--- config.mk ---
export PLATFORM = sky130hd
export DESIGN_NAME = fix_cks_lane
export DESIGN_NICKNAME = d
export VERILOG_FILES = /design/src/rtl/fix_checksum_checker.sv
export SDC_FILE = /design/constraint.sdc
export NUM_CORES = 1
export LEC_CHECK = 0
export CAP_MARGIN = 40
export CORE_MARGIN = 2
export CORE_UTILIZATION = 40
export DETAILED_ROUTE_END_ITERATION = 6
export PLACE_DENSITY = 0.95
export SYNTH_ARGS = -nofsm -noshare
export SYNTH_HDL_FRONTEND = slang
export SYNTH_SLANG_ARGS = --single-unit
--- constraint.sdc ---
create_clock -name vclk -period 4.3
set_input_delay 0.86 -clock vclk [all_inputs]
set_output_delay 0.86 -clock vclk [all_outputs]
set_load 0.01 [all_outputs]
--- src/rtl/fix_checksum_checker.sv ---
// FIX body checksum checker: sums message bytes up to the SOH that opens the
// 10= trailer, parses the received 3-digit value and reports a verdict per message.

package fix_cks_pkg;
    typedef enum logic [3:0] {
        P_START, P_G1, P_G10, P_GEQ, P_D1, P_D2, P_D3, P_DONE, P_OTHER
    } pst_t;
endpackage

// One byte step of the per-beat chain; a skipped lane passes state through.
module fix_cks_lane
    import fix_cks_pkg::*;
#(
    parameter logic [7:0] SOH = 8'h01
) (
    input  logic       i_keep,
    input  logic [7:0] i_byte,
    input  logic [7:0] i_sum,
    input  logic [7:0] i_cand,
    input  logic [7:0] i_pre,
    input  logic       i_pre_ok,
    input  logic       i_soh_seen,
    input  pst_t       i_pst,
    input  logic [9:0] i_rx,
    output logic [7:0] o_sum,
    output logic [7:0] o_cand,
    output logic [7:0] o_pre,
    output logic       o_pre_ok,
    output logic       o_soh_seen,
    output pst_t       o_pst,
    output logic [9:0] o_rx
);
    logic       w_soh;
    logic       w_dig;
    logic [3:0] w_d;
    logic [7:0] w_sum;
    logic [9:0] w_acc;

    assign w_soh = (i_byte == SOH);
    assign w_dig = (i_byte >= 8'h30) && (i_byte <= 8'h39);
    // for ASCII digits the low nibble is exactly byte - 8'h30
    assign w_d   = i_byte[3:0];
    assign w_sum = i_sum + i_byte;
    assign w_acc = i_rx * 10'd10 + {6'd0, w_d};

    always_comb begin
        o_sum      = i_sum;
        o_cand     = i_cand;
        o_pre      = i_pre;
        o_pre_ok   = i_pre_ok;
        o_soh_seen = i_soh_seen;
        o_pst      = i_pst;
        o_rx       = i_rx;
        if (i_keep) begin
            o_sum = w_sum;
            // leaving START: remember the sum at the SOH that opened this field
            if (i_pst == P_START && !w_soh) begin
                o_pre    = i_cand;
                o_pre_ok = i_soh_seen;
            end
            if (w_soh) begin
                o_cand     = w_sum;
                o_soh_seen = 1'b1;
                o_pst      = (i_pst == P_D3) ? P_DONE : P_START;
            end else begin
                o_pst = P_OTHER;
                case (i_pst)
                    P_START: if (i_byte == 8'h31) o_pst = P_G1;
                    P_G1:    if (i_byte == 8'h30) o_pst = P_G10;
                    P_G10:   if (i_byte == 8'h3D) o_pst = P_GEQ;
                    P_GEQ:   if (w_dig) begin o_pst = P_D1; o_rx = {6'd0, w_d}; end
                    P_D1:    if (w_dig) begin o_pst = P_D2; o_rx = w_acc; end
                    P_D2:    if (w_dig) begin o_pst = P_D3; o_rx = w_acc; end
                    default: o_pst = P_OTHER;
                endcase
            end
        end
    end
endmodule


Yosys cells after proc, flatten, opt, wreduce, memory -nomap -nowiden:

Cells that the tools add are included.

* output and inout port bits: 40
* flip-flop bits (word level): 0
* bits of input ports: 49
* logic and storage cells: 44

* muxes and demuxes: 24
* reductions and logical operators: 5
* $mul: 1
* eq/ne operators: 10
* magnitude comparators: 2
* add/subtract/negate cells: 2

Operator list (count)
* 10-bit two-way mux: 4
* 8-bit two-way mux: 5
* 4-bit two-way mux: 8
* 8-bit by 6-bit equality test with 1-bit output (second input constant): 3
* 4-bit one-hot mux with 6 select lines: 1
* 10-bit one-hot mux with 2 select lines: 1
* 4-bit by 3-bit equality test with 1-bit output (second input constant): 3
* 10-bit by 4-bit adder with 10-bit output: 1
* 10-bit by 3-bit multiplier with 9-bit output (second input constant): 1
* 8-bit adder: 1
* 4-bit by 2-bit equality test with 1-bit output (second input constant): 2
* 8-bit by 1-bit equality test with 1-bit output (second input constant): 1
* 8-bit by 6-bit >= comparator with 1-bit output (second input constant): 1
* 8-bit by 6-bit <= comparator with 1-bit output (second input constant): 1
* 4-bit by 1-bit equality test with 1-bit output (second input constant): 1
* 4-bit logical NOT: 1
* 1-bit two-way mux: 4
* 3-bit two-way mux: 1
* 1-bit logical AND: 2
* 2-bit OR reduction: 1
* 1-bit logical NOT: 1

Depth between registers and ports, before layout:

Gate-level depths: netlist of the first run.

* word-level depth: 6
* mapped depth: 9
* depth with buffers taken out: 9

Least setup slack after synthesis of the first run:

No wires, ideal clock.

* path kind: input to output
* start: in i_rx[1]
* end: out o_rx[9]
* path buffers: 0
* data required time: 3.440 ns
* slack: 0.541 ns
* stages: 9
* arrival: 2.899 ns
* cell sequence: ha_1 -> ha_1 -> fa_1 -> a21o_1 -> a21oi_1 -> xor2_1 -> nor3_2 -> xnor3_1 -> o21ai_2

* longest elaborated chain between the ends: 6

RTL lines
* start: declaration: line 24 `input logic [9:0] i_rx,`
* 10-bit by 3-bit multiplier with 9-bit output: line 44 `assign w_acc = i_rx * 10'd10 + {6'd0, w_d};`
* 10-bit by 4-bit adder with 10-bit output: line 44
* 10-bit two-way mux: line 72, 73
* 10-bit one-hot mux with 2 select lines: line 67 `case (i_pst)`
* 10-bit two-way mux: line 61 `if (w_soh) begin`
* 10-bit two-way mux: line 54 `if (i_keep) begin`
* end: declaration: line 31 `output logic [9:0] o_rx`

Every way passes these cells.

Final worst setup path of the first run:

* start: in i_pst[1]
* end: out o_pst[3]

* longest elaborated chain between the ends: 4
* elaborated cells between the ends (all ways): 9
* those cells by class: eq/ne: 5; mux: 3; reduce/logical: 1

RTL lines
* start: declaration: line 23 `input pst_t i_pst,`
* 4-bit by 3-bit equality test with 1-bit output, or another cell as far along: line 67
* 4-bit one-hot mux with 6 select lines (*): line 67
* 4-bit two-way mux (*): line 61
* 4-bit two-way mux (*): line 54
* end: declaration: line 30 `output pst_t o_pst,`

Mark *: on every way between the ends. The rest lies on a longest branch, timed or not.

==> results by group, run 1 <==
Run status
  • Status: completed

Floorplan
  • Placement Rows: 22
  • Initial Utilization: 41.2%
  • Core ar.: 0.00361 sq mm
  • Die Width: 65.0 microns
  • I/O pin total: 89
  • Die height: 65.0 microns
  • Die area: 0.00422 sq mm

Timing
  • Final Cycle Share: 98.3%
  • Final setup vio count: 0
  • Achievable Freq: 0.237 GHz
  • Rel. slew slack: 66.2%
  • Final WS setup: 0.0740 ns
  • Slew @ Worst Pin: 0.507 ns
  • Slew Limit Fails: 0
  • Post-layout minimum cycle time: 4.23 ns
  • Final Hold Viols: 0

Routing
  • Drt pass-1 iters: 4
  • Vias: 1924
  • Wire per inst: 15.0 microns
  • Drt total wl: 5320 microns
  • Violation count after the first detailed-routing iteration: 106
  • Detail-routed via count per cell: 5.42
  • # DRC: 0
  • Antenna-violating nets left: 0

Worst setup path
  • Cell family with the largest share of critical-path delay: buffers and inverters
  • Max stage delay cell, worst path: clkdlybuf4s50_1
  • Crit path kind: in -> out
  • Crit path from: i_pst[1]
  • Worst EP required: 3.44 ns
  • Critical path endpoint category: primary output
  • CP arrival: 3.37 ns
  • Critical Path Start Type: input port
  • CP Depth: 8
  • WP buf/inv: 2
  • Worst setup path end: o_pst[3]
  • Worst-path cell chain: clkdlybuf4s50_1, nand2_1, nor2_1, nor2_1, o31ai_1, o31ai_1, a21boi_0, clkdlybuf4s50_1
  • Worst-path fanout max: 10
  • CP max stage delay: 0.68 ns

Layout
  • Inserted Diodes: 0
  • Layout Cells excl Fill: 355
  • Multi-input combinational cell area: 0.00150 sq mm
  • Fill cell count: 235
  • Area growth syn-to-layout: 83.5%
  • Sequential cells: 0
  • Clock buf count: 0
  • Layout cells sized above 1: 25.1%
  • FF+latch area: 0 sq um
  • NumNets Final: 382

Yosys
  • Post-synth top cells: mux2_2 (24), ha_1 (21), nand2_1 (17), o21ai_0 (16), nor2_1 (14)
  • Top post-synthesis cells by area: mux2_2 (18%), ha_1 (18%), xnor2_1 (6.5%), o21ai_0 (5.4%), nand2_1 (4.3%)
  • Number of warnings issued by yosys: 0
  • Post-Syn Area: 0.00149 sq mm
  • Avg Cell Area, Syn: 7.74 sq um
  • Cells after synthesis: 192
  • Area leader, netlist: mux2_2
  • Register area share after synthesis: 0%
  • Syn_nets: 265
  • Distinct cells, synth: 39
  • Post-synth top area share: 18.2%
  • Most common cell in the netlist: mux2_2

Hold path
  • Hold wc startpoint: i_rx[9]
  • Hold Path Class: in -> out

Pwr
  • Final Total Pwr: 0.363 mW
  • Sequential share of power: 0%
  • Leak: 1.24 nW
  • Comb pwr share: 100.0%
  • Pwr dens: 133 mW/mm^2
  • Cell Int Power: 0.213 mW
  • Clock power share: 0%
  • Switching Share: 41.4%
  • Peak supply drop: 0.0000700 V
  • Switch Pwr: 0.150 mW

Global routing
  • Vias in the first global route: 2005
  • Grt ovf: 0
  • Antenna violations before repair: 0
  • Largest net degree at the start of global routing: 13
  • Total track usage: 24.4%
  • Global-route wire length before repair: 8440 microns

Placement
  • RePlAce Congestion: 0.816
  • Dpl cells: 353
  • Hpwl dp: 4300 microns
  • Port bufs: 89
  • Pre-CTS WS: -0.539 ns

Flow run
  • Max-Cap Viols: 0
-- worst min-delay path by stage --
stage	end	slack [ns]	depth (start not counted)
finish	o_rx[9]	2.37	4
global route	o_rx[9]	2.38	4
CTS	o_rx[8]	2.42	4
detailed placement	o_rx[9]	2.71	4
global placement	o_rx[9]	2.69	4
floorplan	o_sum[7]	1.81	1
-- metrics by stage --
step                      util [%]  hold WS [ns]  cell area [sq um]  setup TNS [ns]
after detailed placement      73.2          2.71               2640           -1.42
after global routing          75.6          2.38               2730        -0.00635
after floorplan                  -          1.81               1490               0
after CTS                     73.9          2.42               2670               0
final                         75.6          2.37               2730               0
after global placement        73.2          2.69               2640          -0.947
-- tightest hold or removal path: cells and delay by family --
kind | cells | cell delay, ns
compound gates | 1 | 0.05
buf+inv | 2 | 0.53
simple gates | 1 | 0.08
-- kinds of logic after synthesis --
family,after synthesis,share of synthesized area (%)
AO/OA/AOI/OAI,48,20.7
XOR/XNOR,19,13.0
adder cells (fa/ha/maj),24,21.7
buffers and inverters,13,3.45
multiplexers,24,18.2
AND/OR/NAND/NOR,64,22.9
-- cell usage in the layout, fill, tap and decap left out, drive strengths merged, types with 11 or more instances in the layout --
master         instances
a21oi                 11
buf                   35
clkdlybuf4s50         80
ha                    21
mux2                  24
nand2                 17
nor2                  14
o21ai                 17
xnor2                 11
-- layer usage --
metal  track usage [%]  routed length [microns]  vias up
li1                  -                        -      942
met1              26.7                     1970      871
met2              48.7                     2870       95
met3              2.78                      339       16
met4              6.12                      136        0
met5                 0                        0        -
-- power groups by stage --
stage	logic (mW)	clock network, mW	registers (mW)
2_1_floorplan	0.163	0	0
3_3_place_gp	0.326	0	0
3_5_place_dp	0.338	0	0
4_1_cts	0.349	0	0
5_1_grt	0.392	0	0
6_report	0.363	0	0
-- repair_timing --
item,in CTS,in global routing
setup buffers,1,1
setup endpoints to repair,6,7
cloned,0,0
gates resized for setup,15,18
pin swaps,2,7
hold buffers,0,0
-- cell type report --
| class | count | area share, % |
|---|---|---|
| tap | 48 | 2.20 |
| timing repair buffer | 122 | 41.9 |
| multi-input combinational | 179 | 55.1 |
| inverter | 6 | 0.826 |
Note: power is estimated with default switching activity, not from simulation.
==> run 2: changes to the inputs <==
- CORE_UTILIZATION: 40 -> 30
- PLACE_DENSITY: 0.95 -> 0.77
- clock period: 4.3 -> 4.5 ns (I/O delays scaled with it)
==> run 2 against run 1 <==
  * Power shrank 13%
  * Routed wire length decreased by 13%
  * Utilization down 21 points
  * Count of clock-buffer cells in the layout did not move
  * Flip-flop and latch count stayed put
  * Non-clock buffer count shrank 11
  * Via count decreased by 8.4%
  * Critical path depth up 4
  * Worst hold slack improved by 0.072 ns
  * Combinational power down 13%
  * Sequential share of layout area unchanged
  * Cell area fell by 4.4%
==> results by group, run 2 (synthesis gave the netlist of run 1 again) <==
Routing
  • DR top layer: met4
  • # DRC: 0 (unchanged)
  • Routed length on met1: 1990 microns (+1.1%)
  • Antenna-violating nets left: 0 (unchanged)
  • Detail-routed via count per cell: 4.85 (-10%)
  • Metal3 WL: 270 microns (-20%)
  • Drt total wl: 4610 microns (-13%)
  • Violation count after the first detailed-routing iteration: 67 (-37%)
  • Drt pass-1 iters: 4 (unchanged)
  • Wire per inst: 12.7 microns (-15%)
  • Routed wl met2: 2330 microns (-19%)
  • Vias: 1762 (-8.4%)

Layout
  • Design Area, Final: 0.00261 sq mm (-4.4%)
  • Most frequent cells in the layout: clkdlybuf4s50_1 (85), mux2_2 (24), buf_4 (22)
  • Clock buf count: 0 (unchanged)
  • Inserted Diodes: 0 (unchanged)
  • Layout cells sized above 1: 19.3% (-5.8 points)
  • FF+latch area: 0 sq um (unchanged)
  • Commonest non-fill, non-tap cell in the layout: clkdlybuf4s50_1
  • Fill cell count: 481 (+100%)
  • Area growth syn-to-layout: 75.4%
  • NumNets Final: 371 (-2.9%)
  • Sequential cells: 0 (unchanged)

Pwr
  • Switch Pwr: 0.130 mW (-14%)
  • Peak supply drop: 0.0000553 V (-21%)
  • Pwr dens: 122 mW/mm^2 (-8.6%)
  • Leak: 1.14 nW (-7.8%)
  • Switching Share: 40.9% (-0.53 points)
  • Comb pwr share: 100.0% (about the same)
  • Cell Int Power: 0.187 mW (-12%)
  • Clock power share: 0% (unchanged)
  • Sequential share of power: 0% (unchanged)

Global routing
  • Total track usage: 16.9% (-7.5 points)
  • Vias in the first global route: 1822 (-9.1%)
  • Largest net degree at the start of global routing: 12 (-1)
  • Grt ovf: 0 (unchanged)
  • Antenna violations before repair: 0 (unchanged)
  • Global-route wire length before repair: 7730 microns (-8.4%)

Timing
  • Final Hold Viols: 0 (unchanged)
  • Slew @ Worst Pin: 0.448 ns (-0.0592 ns)
  • Final Cycle Share: 96.9%
  • Final setup vio count: 0 (unchanged)
  • RSZ-0062 raised after global routing: false
  • Rel. slew slack: 70.1% (+4.0 points)
  • Final WS setup: 0.140 ns (+0.0659 ns)
  • Achievable Freq: 0.229 GHz
  • Post-layout minimum cycle time: 4.36 ns
  • Slew Limit Fails: 0 (unchanged)

Floorplan
  • Die Width: 74.4 microns (+15%)
  • Core ar.: 0.00475 sq mm (+32%)
  • Placement Rows: 25 (+14%)
  • Die area: 0.00553 sq mm (+31%)
  • Die height: 74.4 microns (+15%)
  • I/O pin total: 89 (unchanged)
  • Initial Utilization: 31.3% (-10 points)

Placement
  • Pre-CTS WS: -0.380 ns (+0.159 ns)
  • Port bufs: 89 (unchanged)
  • Area after DPL: 0.00258 sq mm (-2.2%)
  • RePlAce Congestion: 0.858 (+5.2%)
  • Hpwl dp: 4010 microns (-6.9%)

Run status
  • Status: completed

Flow run
  • Max-Cap Viols: 0 (unchanged)

Worst setup path
  • Worst EP required: 3.60 ns (+0.16 ns)
  • CP arrival: 3.46 ns (+0.09 ns)
  • Critical path endpoint category: primary output
  • Critical Path Start Type: input port
  • Crit path kind: in -> out
  • Worst-path fanout max: 2 (-8)

Hold path
  • Hold Path Class: in -> out
## run 2: stage by stage
step           power [mW]  utilization, %  cells  hold WS (ns)  setup TNS (ns)
6_report            0.317            54.8    363          2.45               0
5_1_grt             0.349            54.8    363          2.46               0
4_1_cts             0.318            54.9    363          2.53               0
3_5_place_dp        0.306            54.3    361          2.78          -0.588
3_3_place_gp        0.300            54.3    361          2.79          -0.518
2_1_floorplan       0.156               -    192          1.89               0
## run 2: path summary, 6_finish.rpt
check / start / end / slack [ns] / depth (start not counted)
max: i_rx[3] / o_rx[9] / 0.14 / 12
min: i_rx[9] / o_rx[9] / 2.45 / 4
## run 2: cell type report
cell class                      instances  area, sq um  share of cell area [%]
Inverter                                6         22.5                   0.864
Tap cell                               67         83.8                    3.21
Multi-Input combinational cell        179         1450                    55.6
Timing Repair Buffer                  111         1050                    40.3
## run 2: repair_timing
| item | in CTS | in global routing |
|---|---|---|
| hold buffers | 0 | 0 |
| setup buffers | 2 | 0 |
| resized for setup | 7 | 10 |
| hold endpoints to repair | 0 | 0 |
| pin swaps | 2 | 2 |
| setup endpoints to repair | 3 | 8 |
## run 2: routing by layer
layer,GRT usage (%),vias up
met5,0,-
met4,1.59,0
met3,2.03,2
met2,34.0,67
met1,19.3,774
li1,-,919
## run 2: critical path, stage by stage
cell and delay, ns:
clkdlybuf4s50_1 0.50, ha_1 0.25, ha_2 0.20, fa_2 0.35, a21o_1 0.20, a21oi_2 0.14, xor2_1 0.10, buf_4 0.14
nor3_2 0.16, xnor3_1 0.26, o21ai_2 0.11, buf_2 0.14
## run 2: power groups by stage
stage,sequential (mW),clock (mW),combinational [mW]
2_1_floorplan,0,0,0.156
3_3_place_gp,0,0,0.300
3_5_place_dp,0,0,0.306
4_1_cts,0,0,0.318
5_1_grt,0,0,0.349
6_report,0,0,0.317
